$ cat src/rtl/input_pixel_buffer.sv
// Streams a greyscale image from SRAM as raster-order 8-bit pixels, unpacking each 32-bit word MSB byte first.
// Optional feature: define PREFETCH_EN to add a second holding word so each fetch overlaps the previous word's drain.
module input_pixel_buffer #(
    parameter int IMG_W = 640,
    parameter int IMG_H = 480
) (
    input  logic        clk,
    input  logic        n_rst,
    input  logic        start,
    input  logic [31:0] base_addr,
    output logic        rd_en,
    output logic [31:0] rd_addr,
    input  logic [31:0] rd_data,
    input  logic        rd_valid,
    output logic        pix_valid,
    input  logic        pix_ready,
    output logic [7:0]  pixel,
    output logic [9:0]  col_idx,
    output logic [8:0]  row_idx,
    output logic        last,
    output logic        busy,
    output logic        img_done
);
    localparam int NWORDS = IMG_W * IMG_H / 4;
    localparam int WW     = $clog2(NWORDS + 1);
    localparam logic [WW-1:0] REQ_END = WW'(NWORDS);
    localparam logic [9:0]    COL_MAX = 10'(IMG_W - 1);
    localparam logic [8:0]    ROW_MAX = 9'(IMG_H - 1);

    localparam logic [1:0] S_IDLE = 2'd0;
    localparam logic [1:0] S_RUN  = 2'd1;
    localparam logic [1:0] S_DONE = 2'd2;

`ifdef PREFETCH_EN
    localparam logic [1:0] DEPTH = 2'd2;
`else
    localparam logic [1:0] DEPTH = 2'd1;
`endif

    logic [1:0]    state_q, state_d;
    logic [31:0]   base_q, base_d;
    logic [WW-1:0] req_q, req_d;
    logic          out_q, out_d;
    logic [1:0]    cnt_q, cnt_d;
    logic [31:0]   hold0_q, hold0_d;
`ifdef PREFETCH_EN
    logic [31:0]   hold1_q, hold1_d;
`endif
    logic [1:0]    sub_q, sub_d;
    logic [9:0]    col_q, col_d;
    logic [8:0]    row_q, row_d;

    logic start_ok, push, pop, accept;

    // A request may only go out when nothing is in flight and a holding slot will be free for it.
    assign start_ok  = start && (state_q != S_RUN);
    assign rd_en     = (state_q == S_RUN) && !out_q && (cnt_q < DEPTH) && (req_q != REQ_END);
    assign rd_addr   = base_q + (32'(req_q) << 2);
    assign pix_valid = (cnt_q != 2'd0);
    assign accept    = pix_valid && pix_ready;
    assign pop       = accept && (sub_q == 2'd3);
    assign push      = rd_valid && out_q;
    assign last      = pix_valid && (col_q == COL_MAX) && (row_q == ROW_MAX);
    assign busy      = (state_q == S_RUN);
    assign img_done  = (state_q == S_DONE);
    assign col_idx   = col_q;
    assign row_idx   = row_q;

    always_comb begin
        case (sub_q)
            2'd0:    pixel = hold0_q[31:24];
            2'd1:    pixel = hold0_q[23:16];
            2'd2:    pixel = hold0_q[15:8];
            default: pixel = hold0_q[7:0];
        endcase
    end

    always_comb begin
        // NOTE: every signal gets its hold value first so no path through this block infers a latch.
        state_d = state_q;
        base_d  = base_q;
        req_d   = req_q;
        out_d   = out_q;
        sub_d   = sub_q;
        col_d   = col_q;
        row_d   = row_q;
        if (start_ok) begin
            state_d = S_RUN;
            base_d  = base_addr;
            req_d   = '0;
            out_d   = 1'b0;
            sub_d   = 2'd0;
            col_d   = 10'd0;
            row_d   = 9'd0;
        end else begin
            if (state_q == S_DONE) state_d = S_IDLE;
            if (rd_en) begin
                req_d = req_q + 1'b1;
                out_d = 1'b1;
            end else if (push) begin
                out_d = 1'b0;
            end
            if (accept) begin
                sub_d = sub_q + 2'd1;
                if (last) begin
                    state_d = S_DONE;
                    col_d   = 10'd0;
                    row_d   = 9'd0;
                end else if (col_q == COL_MAX) begin
                    col_d = 10'd0;
                    row_d = row_q + 9'd1;
                end else begin
                    col_d = col_q + 10'd1;
                end
            end
        end
    end

    always_comb begin
        cnt_d   = cnt_q;
        hold0_d = hold0_q;
`ifdef PREFETCH_EN
        hold1_d = hold1_q;
`endif
        if (start_ok) begin
            cnt_d = 2'd0;
        end else begin
`ifdef PREFETCH_EN
            // hold0 is always the word being drained; hold1 queues the prefetched one.
            if (push && pop) begin
                if (cnt_q == 2'd1) begin
                    hold0_d = rd_data;
                end else begin
                    hold0_d = hold1_q;
                    hold1_d = rd_data;
                end
            end else if (push) begin
                if (cnt_q == 2'd0) hold0_d = rd_data;
                else               hold1_d = rd_data;
                cnt_d = cnt_q + 2'd1;
            end else if (pop) begin
                hold0_d = hold1_q;
                cnt_d   = cnt_q - 2'd1;
            end
`else
            if (push) begin
                hold0_d = rd_data;
                cnt_d   = 2'd1;
            end else if (pop) begin
                cnt_d = 2'd0;
            end
`endif
        end
    end

    // NOTE: the holding words are reset too, so pixel reads 0 after reset rather than X.
    always_ff @(posedge clk or negedge n_rst) begin
        if (!n_rst) begin
            state_q <= S_IDLE;
            base_q  <= '0;
            req_q   <= '0;
            out_q   <= 1'b0;
            cnt_q   <= 2'd0;
            hold0_q <= '0;
`ifdef PREFETCH_EN
            hold1_q <= '0;
`endif
            sub_q   <= 2'd0;
            col_q   <= 10'd0;
            row_q   <= 9'd0;
        end else begin
            state_q <= state_d;
            base_q  <= base_d;
            req_q   <= req_d;
            out_q   <= out_d;
            cnt_q   <= cnt_d;
            hold0_q <= hold0_d;
`ifdef PREFETCH_EN
            hold1_q <= hold1_d;
`endif
            sub_q   <= sub_d;
            col_q   <= col_d;
            row_q   <= row_d;
        end
    end
endmodule
$ cat config.mk
export PLATFORM = sky130hd
export DESIGN_NAME = input_pixel_buffer
export DESIGN_NICKNAME = d
export VERILOG_FILES = /design/src/rtl/input_pixel_buffer.sv
export SDC_FILE = /design/constraint.sdc
export NUM_CORES = 1
export LEC_CHECK = 0
export ABC_AREA = 1
export BUFFER_PORTS_ARGS = -buffer_cell sky130_fd_sc_hd__buf_2
export CORE_UTILIZATION = 40
export DETAILED_ROUTE_END_ITERATION = 10
export PLACE_DENSITY = 0.72
export SLEW_MARGIN = 25
export SYNTH_ARGS = -nofsm -noshare
export SYNTH_HDL_FRONTEND = slang
export SYNTH_SLANG_ARGS = --single-unit
$ cat constraint.sdc
create_clock -name clk -period 2.2 [get_ports clk]
set_clock_uncertainty 0.2 [all_clocks]
set_input_delay 0.44 -clock clk [delete_from_list [all_inputs] [get_ports clk]]
set_output_delay 0.44 -clock clk [all_outputs]
set_load 0.05 [all_outputs]
## Yosys cells after proc, flatten, opt, wreduce, memory -nomap -nowiden

Cells that the tools add are included.

- Bits in registers: 107
- Input bits: 69
- Output and inout bits: 64
- Word-level logic and storage cells: 67

- $add $sub $neg: 5
- Order comparisons: 1
- Equality and inequality tests: 9
- Muxes and demuxes: 23
- Bitwise gates (word level): 1
- Reductions and logical operators: 19

Operator list:

| kind | number |
|---|---|
| $mux 10 | 4 |
| $mux 9 | 4 |
| $mux 17 | 2 |
| $add 32x19->32 | 1 |
| $pmux 8 s3 | 1 |
| $mux 2 | 9 |
| $add 17x1->17 const B | 1 |
| $ne 17x17->1 const B | 1 |
| $add 10x1->10 const B | 1 |
| $eq 10x10->1 const B | 1 |
| $add 9x1->9 const B | 1 |
| $eq 9x9->1 const B | 1 |
| $logic_and 1x1->1 | 9 |
| $reduce_bool 3->1 | 3 |
| $eq 2x2->1 const B | 3 |
| $reduce_bool 2->1 | 3 |
| $eq 2x1->1 const B | 2 |
| $reduce_and 2->1 | 2 |
| $mux 1 | 3 |
| $add 2x1->2 const B | 1 |
| $logic_not 2->1 | 1 |
| $lt 2x1->1 const B | 1 |
| $ne 2x1->1 const B | 1 |
| $logic_not 1->1 | 1 |
| $not 1->1 | 1 |

## Longest topological paths before layout

- Depth in word-level cells: 6
- Mapped depth: 12
- Gate-level depth less buffers: 12

## Worst setup path after synthesis

OpenSTA, ideal clock, no wires.

- Path type: register -> output
- Start: reg col_q[0] (netlist: col_idx[0])
- End: out last
- Data arrival time: 2.418 ns
- Data required time: 1.560 ns
- Path slack: -0.858 ns
- Cell stages (with the launch flop): 6
- Path buffers: 0
- Cell sequence: dfrtp_1 -> ha_1 -> nand3_1 -> nor2_2 -> nand2_1 -> nor3_1

- Cells in the longest elaborated chain, start to end: 3

RTL lines:

| item | line | RTL |
|---|---|---|
| start, declared | 50 | `logic [9:0] col_q, col_d;` |
| start signal, assigned | 182 | `col_q <= col_d;` |
| $eq 10x10->1 | 63 | `assign last = pix_valid && (col_q == COL_MAX) && (row_q == ROW_MAX);` |
| $logic_and 1x1->1 (2 in a row) | 63 |  |
| end, declared | 20 | `output logic last,` |

Every way passes these cells.

## Worst setup path after layout

- Start: reg base_q[2]
- End: out rd_addr[14]

- Cells in the longest elaborated chain, start to end: 1

RTL lines:

| item | line | RTL |
|---|---|---|
| start, declared | 41 | `logic [31:0] base_q, base_d;` |
| start signal, assigned | 173 | `base_q <= base_d;` |
| $add 32x19->32 | 58 | `assign rd_addr = base_q + (32'(req_q) << 2);` |
| end, declared | 12 | `output logic [31:0] rd_addr,` |

Every way passes these cells.

==> flow_metrics.env <==
export IMPL_outcome="finished with violations"
export IMPL_violations="setup timing"
export IMPL_final_nets=1247
export IMPL_final_period_utilization=1.29
export IMPL_drt_vias_per_instance=4.95
export IMPL_syn_area_um2=6730
export IMPL_place_gp_congestion=0.919
export IMPL_yosys_area_top_type="dfrtp_1"
export IMPL_power_density_nw_per_um2=1240
export IMPL_cts_buffers=9
export IMPL_finalPower_w=0.0129
export IMPL_dieArea_um2=17300
export IMPL_placed_cells=1331
export IMPL_startpoint_type="flip-flop"
export IMPL_clk_pin_slew_worst_paths_ns=0.09
export IMPL_fin_ws_ns=-0.646
export IMPL_dr_first_iter_drc_count=270
export IMPL_grt_pass1_vias=6850
export IMPL_critPathArrivalTime_ns=2.21
export IMPL_synth_top_cells_by_count="nand2_1, inv_1, dfrtp_1"
export IMPL_post_drt_wl_per_cell_um=14.5
export IMPL_core_um2=16500
export IMPL_insertion_delay_ns=0.37
export IMPL_async_flop_share=1.00
export IMPL_worstSetupPathType="reg -> out"
export IMPL_synth_area_top_cells="dfrtp_1, nand2_1, inv_1"
export IMPL_cp_required_ns=1.56
export IMPL_cts_root_buf="clkbuf_16"
export IMPL_maxSlewViolCount=0
export IMPL_place_ws_ns=-0.394
export IMPL_synth_seq_area_share=0.394
export IMPL_synth_area_per_cell_um2=7.35
export IMPL_ant_nets=0
export IMPL_cp_max_fo=4
export IMPL_dpl_hpwl_um=14200
export IMPL_start_util=0.407
export IMPL_rsz0062_at_grt="true"
export IMPL_drc=0
export IMPL_numClockSinks=106
export IMPL_boundaryPins=133
export IMPL_end_kind="primary output"
export IMPL_syn_to_final_growth_pct=54.9
export IMPL_die_w_um=132
export IMPL_whs_ns=0.0701
export IMPL_synth_top_area_share=0.394
export IMPL_synth_seq_cells=106
export IMPL_diodes=0
export IMPL_syn_inst=915
export IMPL_p_leak_nw=5.14
export IMPL_drt_pass1_iterations=5
export IMPL_yosysMostFrequentCell="nand2_1"
export IMPL_drv_cap=0
export IMPL_num_vias=6816
export IMPL_synth_ff_type="dfrtp_1"
export IMPL_ir_drop_mv=0.987
export IMPL_drive_above_1_share=0.456
export IMPL_gr_total_overflow=0
export IMPL_max_clock_freq_mhz=351
export IMPL_hold_path_class="in -> reg"
export IMPL_relSlewSlack=0.678
export IMPL_syn_nets=1011
export IMPL_max_slew_worst_pin_slew_ns=0.479
export IMPL_dieHeight_um=132
export IMPL_grt_usage=0.235
export IMPL_grt_pass1_wl_um=32800
export IMPL_finalSetupViolations=39
export IMPL_synth_edf_count=0
export IMPL_htree_levels=3
export IMPL_grt_max_degree=54
export IMPL_fin_cells=1376
export IMPL_cts_tree="done"
export IMPL_antenna_found_initial=1
export IMPL_num_rows=47
export IMPL_yosysUniqueCellTypes=37
export IMPL_period_minus_slack_ns=2.85
export IMPL_yosysWarningCount=0
export IMPL_port_buffers=132
export IMPL_wirelength_um=19900
export IMPL_cts_root_to_sink_buffers=2
export IMPL_finalHoldViolCount=0
[where the power goes]
| part | internal (W) | switching (W) |
|---|---|---|
| combinational | 0.00331 | 0.00462 |
| sequential | 0.00264 | 0.000593 |
| clock | 0.000829 | 0.000895 |
| total | 0.00678 | 0.00611 |
[final timing paths]
kind                                     from          end  slack, ns  cells past startpoint
worst max-delay path                base_q[2]  rd_addr[14]      -0.65                     11
worst min-delay path            base_addr[10]   base_q[10]       0.07                      3
worst max register to register       req_q[0]     req_q[6]       0.24                     10
worst min register to register      base_q[0]    base_q[0]       0.28                      2
max in group asynchronous               n_rst   col_idx[0]       0.88                      3
min in group asynchronous               n_rst   hold0_q[8]       0.34                      2
[placed cells by master, fill, tap and decap left out, drive strengths merged]
cell type and instances:
a21oi 29, or2 2, clkinv 2, and2 1
o21ai 52, a22o 8, o22ai 1, xor2 22
nand4 19, mux2 32, a31oi 1, nand3b 1
nand2 312, nor2 63, fa 1, dlygate4sd3 1
nand3 63, inv 123, o31ai 1, ha 26
xnor2 5, o21bai 1, buf 246, clkbuf 9
dfrtp 106, nor3 29
[registers in the layout, indices dropped and copies added, names as in the netlist]
register / cells
col_idx: 10
cnt_q: 1
sub_q: 2
row_idx: 9
out_q: 1
req_q: 17
state_q: 2
hold0_q: 32
base_q: 32
[logic make-up (layout without fill, tap and decap cells)]
kind of cell / after synthesis / in the layout / share of synthesized area
and+or+nand+nor: 490 / 490 / 0.308
buffers and inverters: 140 / 381 / 0.0828
DFF: 106 / 106 / 0.394
AOI/OAI and AO/OA: 93 / 93 / 0.0748
muxes: 32 / 32 / 0.0536
adders and majority gates: 27 / 27 / 0.0513
xor gates and xnor gates: 27 / 27 / 0.0352
[metal layers]
| layer | GRT usage | vias up | share of wire |
|---|---|---|---|
| li1 | - | 3396 | - |
| met1 | 0.297 | 3229 | 0.44 |
| met2 | 0.403 | 166 | 0.50 |
| met3 | 0.0563 | 23 | 0.046 |
| met4 | 0.0543 | 2 | 0.011 |
| met5 | 0 | - | 0.00080 |
[stage by stage]
step / instance area (um2) / util / TNS, ns
after floorplan: 7460 / - / -2.94
after global placement: 9000 / 0.545 / -5.60
after detailed placement: 9000 / 0.545 / -6.71
after CTS: 10100 / 0.612 / -15.81
after global routing: 10400 / 0.631 / -19.83
final: 10400 / 0.631 / -16.20
[critical path: stages (launching register included)]
cell and delay [ns]:
dfrtp_1 0.37, ha_2 0.19, inv_2 0.04, fa_2 0.35
inv_2 0.07, nand3_2 0.08, nand3_4 0.10, nand3_2 0.10
nand2_4 0.13, buf_12 0.11, xor2_4 0.12, buf_6 0.17
[what timing repair did]
item	4_1_cts	5_1_grt
hold endpoints to repair	27	0
hold buffers	1	0
resized for setup	192	69
pin swaps	52	30
endpoints found under the setup margin	39	39
setup buffers	18	10
[final cells by class]
class | count | area, um2
fillers | 1357 | 6100
multi-input cells | 669 | 4770
flip-flops and latches | 106 | 2660
repair buffers | 247 | 1940
inverters | 118 | 458
well taps | 220 | 275
clock buffers | 9 | 225
clock inverters | 7 | 88.8
Power figures use the tool's default switching activity.
